`src/rtl/serial_pkg.sv`:
```
// Shared definitions for the bit-serial adder/subtractor: mode encodings,
// FSM state type and the bit-counter width helper.
package serial_pkg;

  localparam logic MODE_ADD = 1'b0;
  localparam logic MODE_SUB = 1'b1;

  typedef enum logic {
    ST_IDLE,
    ST_RUN
  } state_t;

  // A word of w bits needs a counter that can index bits 0..w-1.
  function automatic int cnt_width(input int w);
    return (w < 2) ? 1 : $clog2(w);
  endfunction

endpackage

```
`src/rtl/fa_cell.sv`:
```
// Combinational one-bit full adder used as the serial datapath cell.
module fa_cell (
  input  logic a,
  input  logic b,
  input  logic cin,
  output logic s,
  output logic cout
);

  assign s    = a ^ b ^ cin;
  assign cout = (a & b) | (a & cin) | (b & cin);

endmodule

```
`src/rtl/serial_addsub.sv`:
```
// Bit-serial adder/subtractor, LSB first, with word framing and stall support.
// Optional macro SERIAL_ADDSUB_SAT_EN saturates the parallel result on signed overflow.
module serial_addsub
  import serial_pkg::*;
#(
  parameter int WIDTH = 8
) (
  input  logic             clk,
  input  logic             rst_n,
  input  logic             start,
  input  logic             sub,
  input  logic             in_valid,
  input  logic             in1,
  input  logic             in2,
  output logic             sum_bit,
  output logic             sum_valid,
  output logic             busy,
  output logic             done,
  output logic [WIDTH-1:0] result,
  output logic             cout,
  output logic             ovf
);

  localparam int CNT_W = cnt_width(WIDTH);

  state_t             state_q, state_d;
  logic               mode_q, mode_d;
  logic               carry_q, carry_d;
  logic [CNT_W-1:0]   cnt_q, cnt_d;
  logic [WIDTH-1:0]   sr_q, sr_d;
  logic               sum_bit_q, sum_bit_d;
  logic               sum_valid_q, sum_valid_d;
  logic               done_q, done_d;
  logic [WIDTH-1:0]   result_q, result_d;
  logic               cout_q, cout_d;
  logic               ovf_q, ovf_d;

  logic               accept_start;
  logic               accept_run;
  logic               accept;
  logic               last_bit;
  logic               cur_mode;
  logic               c_in;
  logic               b_eff;
  logic               s_bit;
  logic               c_next;
  logic               ovf_now;
  logic [WIDTH-1:0]   sr_next;

  assign accept_start = (state_q == ST_IDLE) && start && in_valid;
  assign accept_run   = (state_q == ST_RUN) && in_valid;
  assign accept       = accept_start || accept_run;
  assign last_bit     = accept_run && (cnt_q == CNT_W'(WIDTH - 1));

  // The start cycle sees the freshly sampled mode, which also seeds carry-in
  // (subtraction adds the inverted operand plus one).
  assign cur_mode = accept_start ? sub : mode_q;
  assign c_in     = accept_start ? sub : carry_q;
  assign b_eff    = in2 ^ (cur_mode == MODE_SUB);

  fa_cell u_fa (
    .a    (in1),
    .b    (b_eff),
    .cin  (c_in),
    .s    (s_bit),
    .cout (c_next)
  );

  assign sr_next = {s_bit, sr_q[WIDTH-1:1]};
  assign ovf_now = c_in ^ c_next;

  always_comb begin
    state_d     = state_q;
    mode_d      = mode_q;
    carry_d     = carry_q;
    cnt_d       = cnt_q;
    sr_d        = sr_q;
    sum_bit_d   = sum_bit_q;
    sum_valid_d = 1'b0;
    done_d      = 1'b0;
    result_d    = result_q;
    cout_d      = cout_q;
    ovf_d       = ovf_q;

    if (accept) begin
      carry_d     = c_next;
      cnt_d       = cnt_q + CNT_W'(1);
      sr_d        = sr_next;
      sum_bit_d   = s_bit;
      sum_valid_d = 1'b1;
    end

    if (accept_start) begin
      state_d = ST_RUN;
      mode_d  = sub;
    end

    if (last_bit) begin
      state_d  = ST_IDLE;
      cnt_d    = '0;
      done_d   = 1'b1;
      cout_d   = c_next;
      ovf_d    = ovf_now;
      result_d = sr_next;
`ifdef SERIAL_ADDSUB_SAT_EN
      // in1 here is operand A's sign bit, which decides the saturation direction.
      if (ovf_now) begin
        result_d = in1 ? {1'b1, {(WIDTH-1){1'b0}}} : {1'b0, {(WIDTH-1){1'b1}}};
      end
`endif
    end
  end

  always_ff @(posedge clk or negedge rst_n) begin
    if (!rst_n) begin
      state_q     <= ST_IDLE;
      mode_q      <= MODE_ADD;
      carry_q     <= 1'b0;
      cnt_q       <= '0;
      sr_q        <= '0;
      sum_bit_q   <= 1'b0;
      sum_valid_q <= 1'b0;
      done_q      <= 1'b0;
      result_q    <= '0;
      cout_q      <= 1'b0;
      ovf_q       <= 1'b0;
    end else begin
      state_q     <= state_d;
      mode_q      <= mode_d;
      carry_q     <= carry_d;
      cnt_q       <= cnt_d;
      sr_q        <= sr_d;
      sum_bit_q   <= sum_bit_d;
      sum_valid_q <= sum_valid_d;
      done_q      <= done_d;
      result_q    <= result_d;
      cout_q      <= cout_d;
      ovf_q       <= ovf_d;
    end
  end

  assign sum_bit   = sum_bit_q;
  assign sum_valid = sum_valid_q;
  assign busy      = (state_q == ST_RUN);
  assign done      = done_q;
  assign result    = result_q;
  assign cout      = cout_q;
  assign ovf       = ovf_q;

endmodule

```
`config.mk`:
```
export PLATFORM = sky130hd
export DESIGN_NAME = serial_addsub
export DESIGN_NICKNAME = d
export VERILOG_FILES = /design/src/rtl/serial_pkg.sv /design/src/rtl/fa_cell.sv /design/src/rtl/serial_addsub.sv
export SDC_FILE = /design/constraint.sdc
export NUM_CORES = 1
export LEC_CHECK = 0
export ABC_AREA = 1
export CORE_MARGIN = 2
export CORE_UTILIZATION = 45
export DETAILED_ROUTE_END_ITERATION = 8
export PLACE_DENSITY = 0.71
export SLEW_MARGIN = 25
export SYNTH_ARGS = -nofsm -noshare
export SYNTH_HDL_FRONTEND = slang
export SYNTH_SLANG_ARGS = --single-unit
```
`constraint.sdc`:
```
create_clock -name clk -period 2.6 [get_ports clk]
set_input_delay 0.52 -clock clk [delete_from_list [all_inputs] [get_ports clk]]
set_output_delay 0.52 -clock clk [all_outputs]
set_load 0.02 [all_outputs]
```
# Word-level counts from Yosys, hierarchy flattened
# Cells that the tools add are included.
[word_totals] regBits=27 out_inout_bits=14 word_cells=38
[op_classes] n_addsub=1 eq_ne=1 mux=8 n_bitwise=10 reduce_logical=7
[op_table] operator="1-bit two-way mux" count=6
[op_table] operator="3-bit two-way mux" count=2
[op_table] operator="1-bit logical AND" count=4
[op_table] operator="2-bit nonzero test" count=2
[op_table] operator="1-bit bitwise XOR" count=4
[op_table] operator="3-bit by 1-bit adder with 3-bit output (second input constant)" count=1
[op_table] operator="1-bit bitwise AND" count=3
[op_table] operator="3-bit equality test (second input constant)" count=1
[op_table] operator="1-bit bitwise OR" count=2
[op_table] operator="1-bit logical OR" count=1
[op_table] operator="1-bit inverter" count=1

# Depth between registers and ports, before layout
# Gate-level depths: netlist (run 1).
[depth] depth_word=9 depth_mapped=12

# Modules after synthesis
# Synthesis (run 1) repeated with hierarchy kept, for this count alone.
[unflattened] hier_cells=107 hier_area_um2=1051.0
[by_module_without_submodules] mod="serial_addsub" n_inst=1 cells_per_inst=106 area_each_um2=1031.0 seq_area_each_um2=625.6
[by_module_without_submodules] mod="fa_cell" n_inst=1 cells_per_inst=1 area_each_um2=20.0 seq_area_each_um2=0.0

# Worst setup path after synthesis (run 1)
# Ideal clock, no wire load.
[synth_timing] path_type="input port to flip-flop" start="input port in_valid" end="register ovf_q (netlist: ovf)" setup_time_ps=124 t_arrival_ps=1622 t_required_ps=2476 setup_slack_ps=854 stages=12 path_cell_list="nand2_1 nor2_1 nand2_1 nand2_1 inv_1 nand2_1 nand2_1 fa_1 inv_1 nor2_1 nand3_1 nand3_1"
[synth_between] elab_chain_len=7
[synth_rtl] item="start: declaration" line_no="serial_addsub.sv:12" source="input logic in_valid,"
[synth_rtl] item="1-bit logical AND *" line_no="serial_addsub.sv:50" source="assign accept_start = (state_q == ST_IDLE) && start && in_valid;"
[synth_rtl] item="1-bit two-way mux *"
[synth_rtl] item="via cur_mode" line_no="serial_addsub.sv:42" source="logic cur_mode;"
[synth_rtl] item="1-bit bitwise XOR *" line_no="serial_addsub.sv:59" source="assign b_eff = in2 ^ (cur_mode == MODE_SUB);"
[synth_rtl] item="1-bit bitwise AND" line_no="fa_cell.sv:11" source="assign cout = (a & b) | (a & cin) | (b & cin);"
[synth_rtl] item="1-bit bitwise OR" line_no="fa_cell.sv:11"
[synth_rtl] item="1-bit bitwise OR *" line_no="fa_cell.sv:11"
[synth_rtl] item="1-bit bitwise XOR *" line_no="serial_addsub.sv:70" source="assign ovf_now = c_in ^ c_next;"
[synth_rtl] item="end signal: assignment" line_no="serial_addsub.sv:138" source="ovf_q <= ovf_d;"
[synth_rtl] item="end: declaration" line_no="serial_addsub.sv:36" source="logic ovf_q, ovf_d;"
# Mark *: on every way through the listed nets, which the timed path passes. The rest lies on a longest branch.
# A chain may end at the register's enable or synchronous reset.

# Worst setup path after layout (run 1)
# Ends and elaborated chain as after synthesis.

==> results of run 1 <==
-- stage by stage --
stage / utilization / power [mW] / setup WS (ns)
2_1_floorplan: - / 0.973 / 0.854
3_3_place_gp: 0.576 / 1.20 / 0.193
3_5_place_dp: 0.576 / 1.22 / 0.125
4_1_cts: 0.588 / 1.38 / 0.462
5_1_grt: 0.588 / 1.50 / 0.278
6_report: 0.588 / 1.37 / 0.462
-- synthesized netlist by cell type --
cell type	count
inv_1	15
a21oi_1	1
nand3_1	3
inv_2	2
nand3_2	1
nand2_1	36
o21ai_1	3
dfrtp_1	25
o21ai_0	17
ha_1	2
nor2_1	3
buf_2	4
fa_1	1
-- logic make-up (layout without fill, tap and decap cells) --
family / count (synthesis) / count (layout) / share of synthesized area
and+or+nand+nor: 43 / 43 / 0.166
DFF: 25 / 25 / 0.607
AOI/OAI and AO/OA: 21 / 21 / 0.102
buffers and inverters: 21 / 43 / 0.0813
adders and majority gates: 3 / 3 / 0.0437
-- critical path, cell delays in order --
cell and delay, ns:
clkdlybuf4s50_1 0.52, nand2_1 0.07, nor2_1 0.12, nand2_1 0.11
nand2_1 0.09, inv_1 0.06, nand2_1 0.05, nand2_1 0.06
fa_1 0.44, inv_1 0.07, nor2_1 0.04, nand3_1 0.09
nand3_1 0.08
-- per-layer routing --
layer	track usage	up-vias	part of all wire
met5	0	-	0
met1	0.209	351	0.50
met3	0.0259	2	0.045
li1	-	396	-
met4	0.0570	0	0.0062
met2	0.238	15	0.45
-- power by group --
part | total (mW) | switching, mW | internal, mW
Sequential | 0.638 | 0.0903 | 0.547
Clock | 0.168 | 0.108 | 0.0598
Combinational | 0.561 | 0.303 | 0.259
Total | 1.37 | 0.501 | 0.866
-- sequential cells by signal (all words and copies together) (netlist names) --
register,count
ovf,1
result,8
cout,1
sum_valid,1
done,1
busy,1
sr_q,7
carry_q,1
mode_q,1
cnt_q,3
-- final cells by class --
| type | instances | area share |
|---|---|---|
| repair buffers | 22 | 0.167 |
| flip-flops and latches | 25 | 0.486 |
| inverters | 17 | 0.0496 |
| clock buffers | 4 | 0.0204 |
| multi-input cells | 67 | 0.250 |
| well taps | 28 | 0.0272 |
-- worst max path at each step --
stage / cells past startpoint / to / slack [ns] / from
detailed placement: 13 / ovf / 0.13 / in_valid
global route: 13 / ovf / 0.28 / in_valid
finish: 13 / ovf / 0.46 / in_valid
CTS: 13 / ovf / 0.46 / in_valid
global placement: 13 / ovf / 0.19 / in_valid
floorplan: 12 / ovf / 0.85 / in_valid
==> flow_summary.ini, run 1 <==
[logic_synthesis]
syn_inst = 113
synth_cell_types = 13
yosysSeqAreaShare = 0.607
synth.top_cell.area_share = 0.607
syn_area_per_cell_um2 = 9.12
synth_nets = 123
yosysTopAreaCell = dfrtp_1
syn_area_um2 = 1030
yosys_register_bits = 25
yosys_warnings = 0
synth_area_leaders = dfrtp_1 61%, nand2_1 13%, o21ai_0 8.3%, inv_1 5.5%, ha_1 2.4%

[timing]
period_share = 0.822
layout_min_cycle_time_ns = 2.14
fin_skew_ns = 0.00909
finalHoldViolations = 0
max_freq_mhz = 468
tightest_slew_ns = 0.441
setup_tns_ns = 0
holdWs_ns = 0.497
worst_slew_margin_rel = 0.705
finalSetupViolations = 0
finalMaxSlewViolations = 0
grt_setup_unrepaired = false

[placement]
portBuffers = 20
dp_cells = 159
placed_area_um2 = 1260
hpwl_um = 1170
gp_congestion = 0.831

[detailed_routing]
wl_per_cell_um = 9.87
via_per_inst = 4.69
drt-total-wl_um = 1610
drc = 0
dr.pass1.iters = 4
first_iter_violations = 7
vias = 764
postRouteAntennaNets = 0

[worst_hold_path]
hold_end = result[3]
hold_path.startpoint = result[3]
min_delay_path_depth = 2
hold_path.class = reg2reg

[clocking]
cts-buffers-inserted = 3
path_clk_slew_ns = 0.13
post-cts-setup-buffer-count = 0
cts_hold_buf = 0
post_cts_resize_count = 0
cts_root_buf = clkbuf_4
htree_levels = 1
ctsLongestPathBuffers = 2
clk-insertion-delay-late_ns = 0.31
cts_sinks = 25
cts_tree = built

[global_routing]
grt_max_degree = 26
grt_usage = 0.151
antenna_found_initial = 0
grt_pass1_wl_um = 3030
grt_overflow_total = 0
grt_pass1_vias = 732

[critical_path]
arrival_ns = 2.34
path_class = in2reg
r2r-start = busy
required_ns = 2.80
cp-end-kind = flop
critical_path_peak_fanout = 4
start_kind = input port
r2r-end = ovf
reg2reg_depth = 11
reg2reg_slack_ns = 0.77

[floorplan]
io_pins = 21
die_w_um = 51.9
row_count = 17
chipHeight_um = 51.9
die_area_um2 = 2690
start_util = 0.471
core_um2 = 2190

[final_layout]
register_area_um2 = 626
multi_input_area_um2 = 322
fin_area_um2 = 1290
final_cell_mix = 36 x nand2_1, 25 x dfrtp_1, 20 x clkdlybuf4s50_1
instances_no_fill = 163
syn2layout_area_growth_pct = 24.9
num-fill-cells = 209
nets = 146
final_common_cell = nand2_1
num_antenna_cells = 0
drive_gt1_frac = 0.0593

[power]
ir_drop_mv = 0.456
power.density_nw_per_um2 = 1060
leakagePower_nw = 0.639

[run]
drv_cap = 0

[outcome]
outcome = completed
No activity file was read; power rests on OpenSTA's default activity.
==> run 2, diff against run 1 <==
Settings changed: CORE_UTILIZATION 45 to 44, PLACE_DENSITY 0.71 to 0.73.
Clock period 2.6 ns to 1.95 ns, I/O delays scaled along.
==> flow_summary.ini, run 2 (same netlist as run 1, synthesis figures left out) <==
[critical_path]
path_cells = clkdlybuf4s50_1
r2r-start = busy
path_class = reg2out
cp.buffers_inverters = 1
r2r-end = result[7]
reg2reg_slack_ns = 0.24
cp_slowest_cell = clkdlybuf4s50_1
arrival_ns = 1.43
reg2reg_depth = 8
required_ns = 1.56
critPathMaxStageDelay_ns = 0.65
start_kind = flop
cp-end-kind = output pin
crit_family = buffers and inverters
critical_path_peak_fanout = 6

[timing]
fin_skew_ns = 0.00304
setup_tns_ns = 0
worst_slew_margin_rel = 0.792
grt_setup_unrepaired = false
max_freq_mhz = 551
finalSetupViolations = 0
finalMaxSlewViolations = 0
tightest_slew_ns = 0.311
holdWs_ns = 0.422
layout_min_cycle_time_ns = 1.82
finalHoldViolations = 0
period_share = 0.931
final.setup.worst_slack_ns = 0.134

[run]
drv_cap = 0

[detailed_routing]
drc = 0
via_per_inst = 4.68
dr.pass1.iters = 4
drt-total-wl_um = 1730
postRouteAntennaNets = 0
vias = 787
wl_per_cell_um = 10.3
first_iter_violations = 14

[global_routing]
grt_overflow_total = 0
grt_pass1_wl_um = 3070
grt_pass1_vias = 725
grt_max_degree = 26
antenna_found_initial = 0
grt_usage = 0.156

[final_layout]
multi_input_area_um2 = 329
syn2layout_area_growth_pct = 29.7
final_cell_mix = 35 x nand2_1, 25 x dfrtp_1, 18 x clkdlybuf4s50_1
nets = 151
final_common_cell = nand2_1
largest_reg_flops = 8
instances_no_fill = 168
register_area_um2 = 626
num-fill-cells = 201
num_antenna_cells = 0
drive_gt1_frac = 0.121

[floorplan]
die_area_um2 = 2750
core_um2 = 2210
chipHeight_um = 52.4
start_util = 0.466
die_w_um = 52.4
row_count = 17
io_pins = 21

[clocking]
cts_sinks = 25
clk-insertion-delay-late_ns = 0.31
cts_hold_buf = 0
path_clk_slew_ns = 0.12
cts-buffers-inserted = 3
cts_tree = built
cts_root_buf = clkbuf_4
post-cts-setup-buffer-count = 0
htree_levels = 1
ctsLongestPathBuffers = 2

[power]
power.density_nw_per_um2 = 1390
power_mw = 1.86
leakagePower_nw = 0.679
ir_drop_mv = 0.659

[outcome]
outcome = completed

[placement]
hpwl_um = 1250
dp_worst_setup_slack_ns = -0.324
dp_cells = 164
gp_congestion = 0.734
portBuffers = 20

[worst_hold_path]
hold_path.class = in2async
run 2: how the worst max path moves through the flow:
stage / from / to / slack (ns) / cells past startpoint
3_5_place_dp: start / ovf / -0.32 / 13
6_report: busy / busy / 0.13 / 1
2_1_floorplan: busy / ovf / 0.22 / 11
4_1_cts: start / ovf / 0.02 / 13
5_1_grt: busy / busy / 0.05 / 1
3_3_place_gp: start / ovf / -0.22 / 13
run 2: per-stage QoR:
stage / area (um2) / utilization
finish: 1340 / 0.605
global route: 1340 / 0.605
CTS: 1330 / 0.599
detailed placement: 1300 / 0.587
global placement: 1300 / 0.587
floorplan: 1030 / -
run 2: final cells by class:
| cell class | count | area share |
|---|---|---|
| clock buffer | 4 | 0.0196 |
| inverter | 17 | 0.0477 |
| multi-input combinational | 67 | 0.246 |
| sequential | 25 | 0.468 |
| tap | 28 | 0.0262 |
| timing repair buffer | 27 | 0.193 |
run 2: timing repair:
| action | in CTS | in global routing |
|---|---|---|
| endpoints found under the setup margin | 0 | 2 |
| hold endpoints to repair | 0 | 0 |
| resized for setup | 0 | 6 |
run 2: power breakdown:
group,internal [mW],total [mW],switching [mW]
sequential,0.730,0.853,0.123
combinational,0.372,0.790,0.418
clock,0.0798,0.221,0.141
total,1.18,1.86,0.682
run 2: per-layer routing:
| layer | vias to the layer above | routed length, um | global-route usage |
|---|---|---|---|
| li1 | 400 | - | - |
| met5 | - | 0 | 0 |
| met3 | 2 | 52 | 0.0429 |
| met4 | 0 | 16 | 0.0769 |
| met2 | 13 | 813 | 0.227 |
| met1 | 372 | 849 | 0.213 |
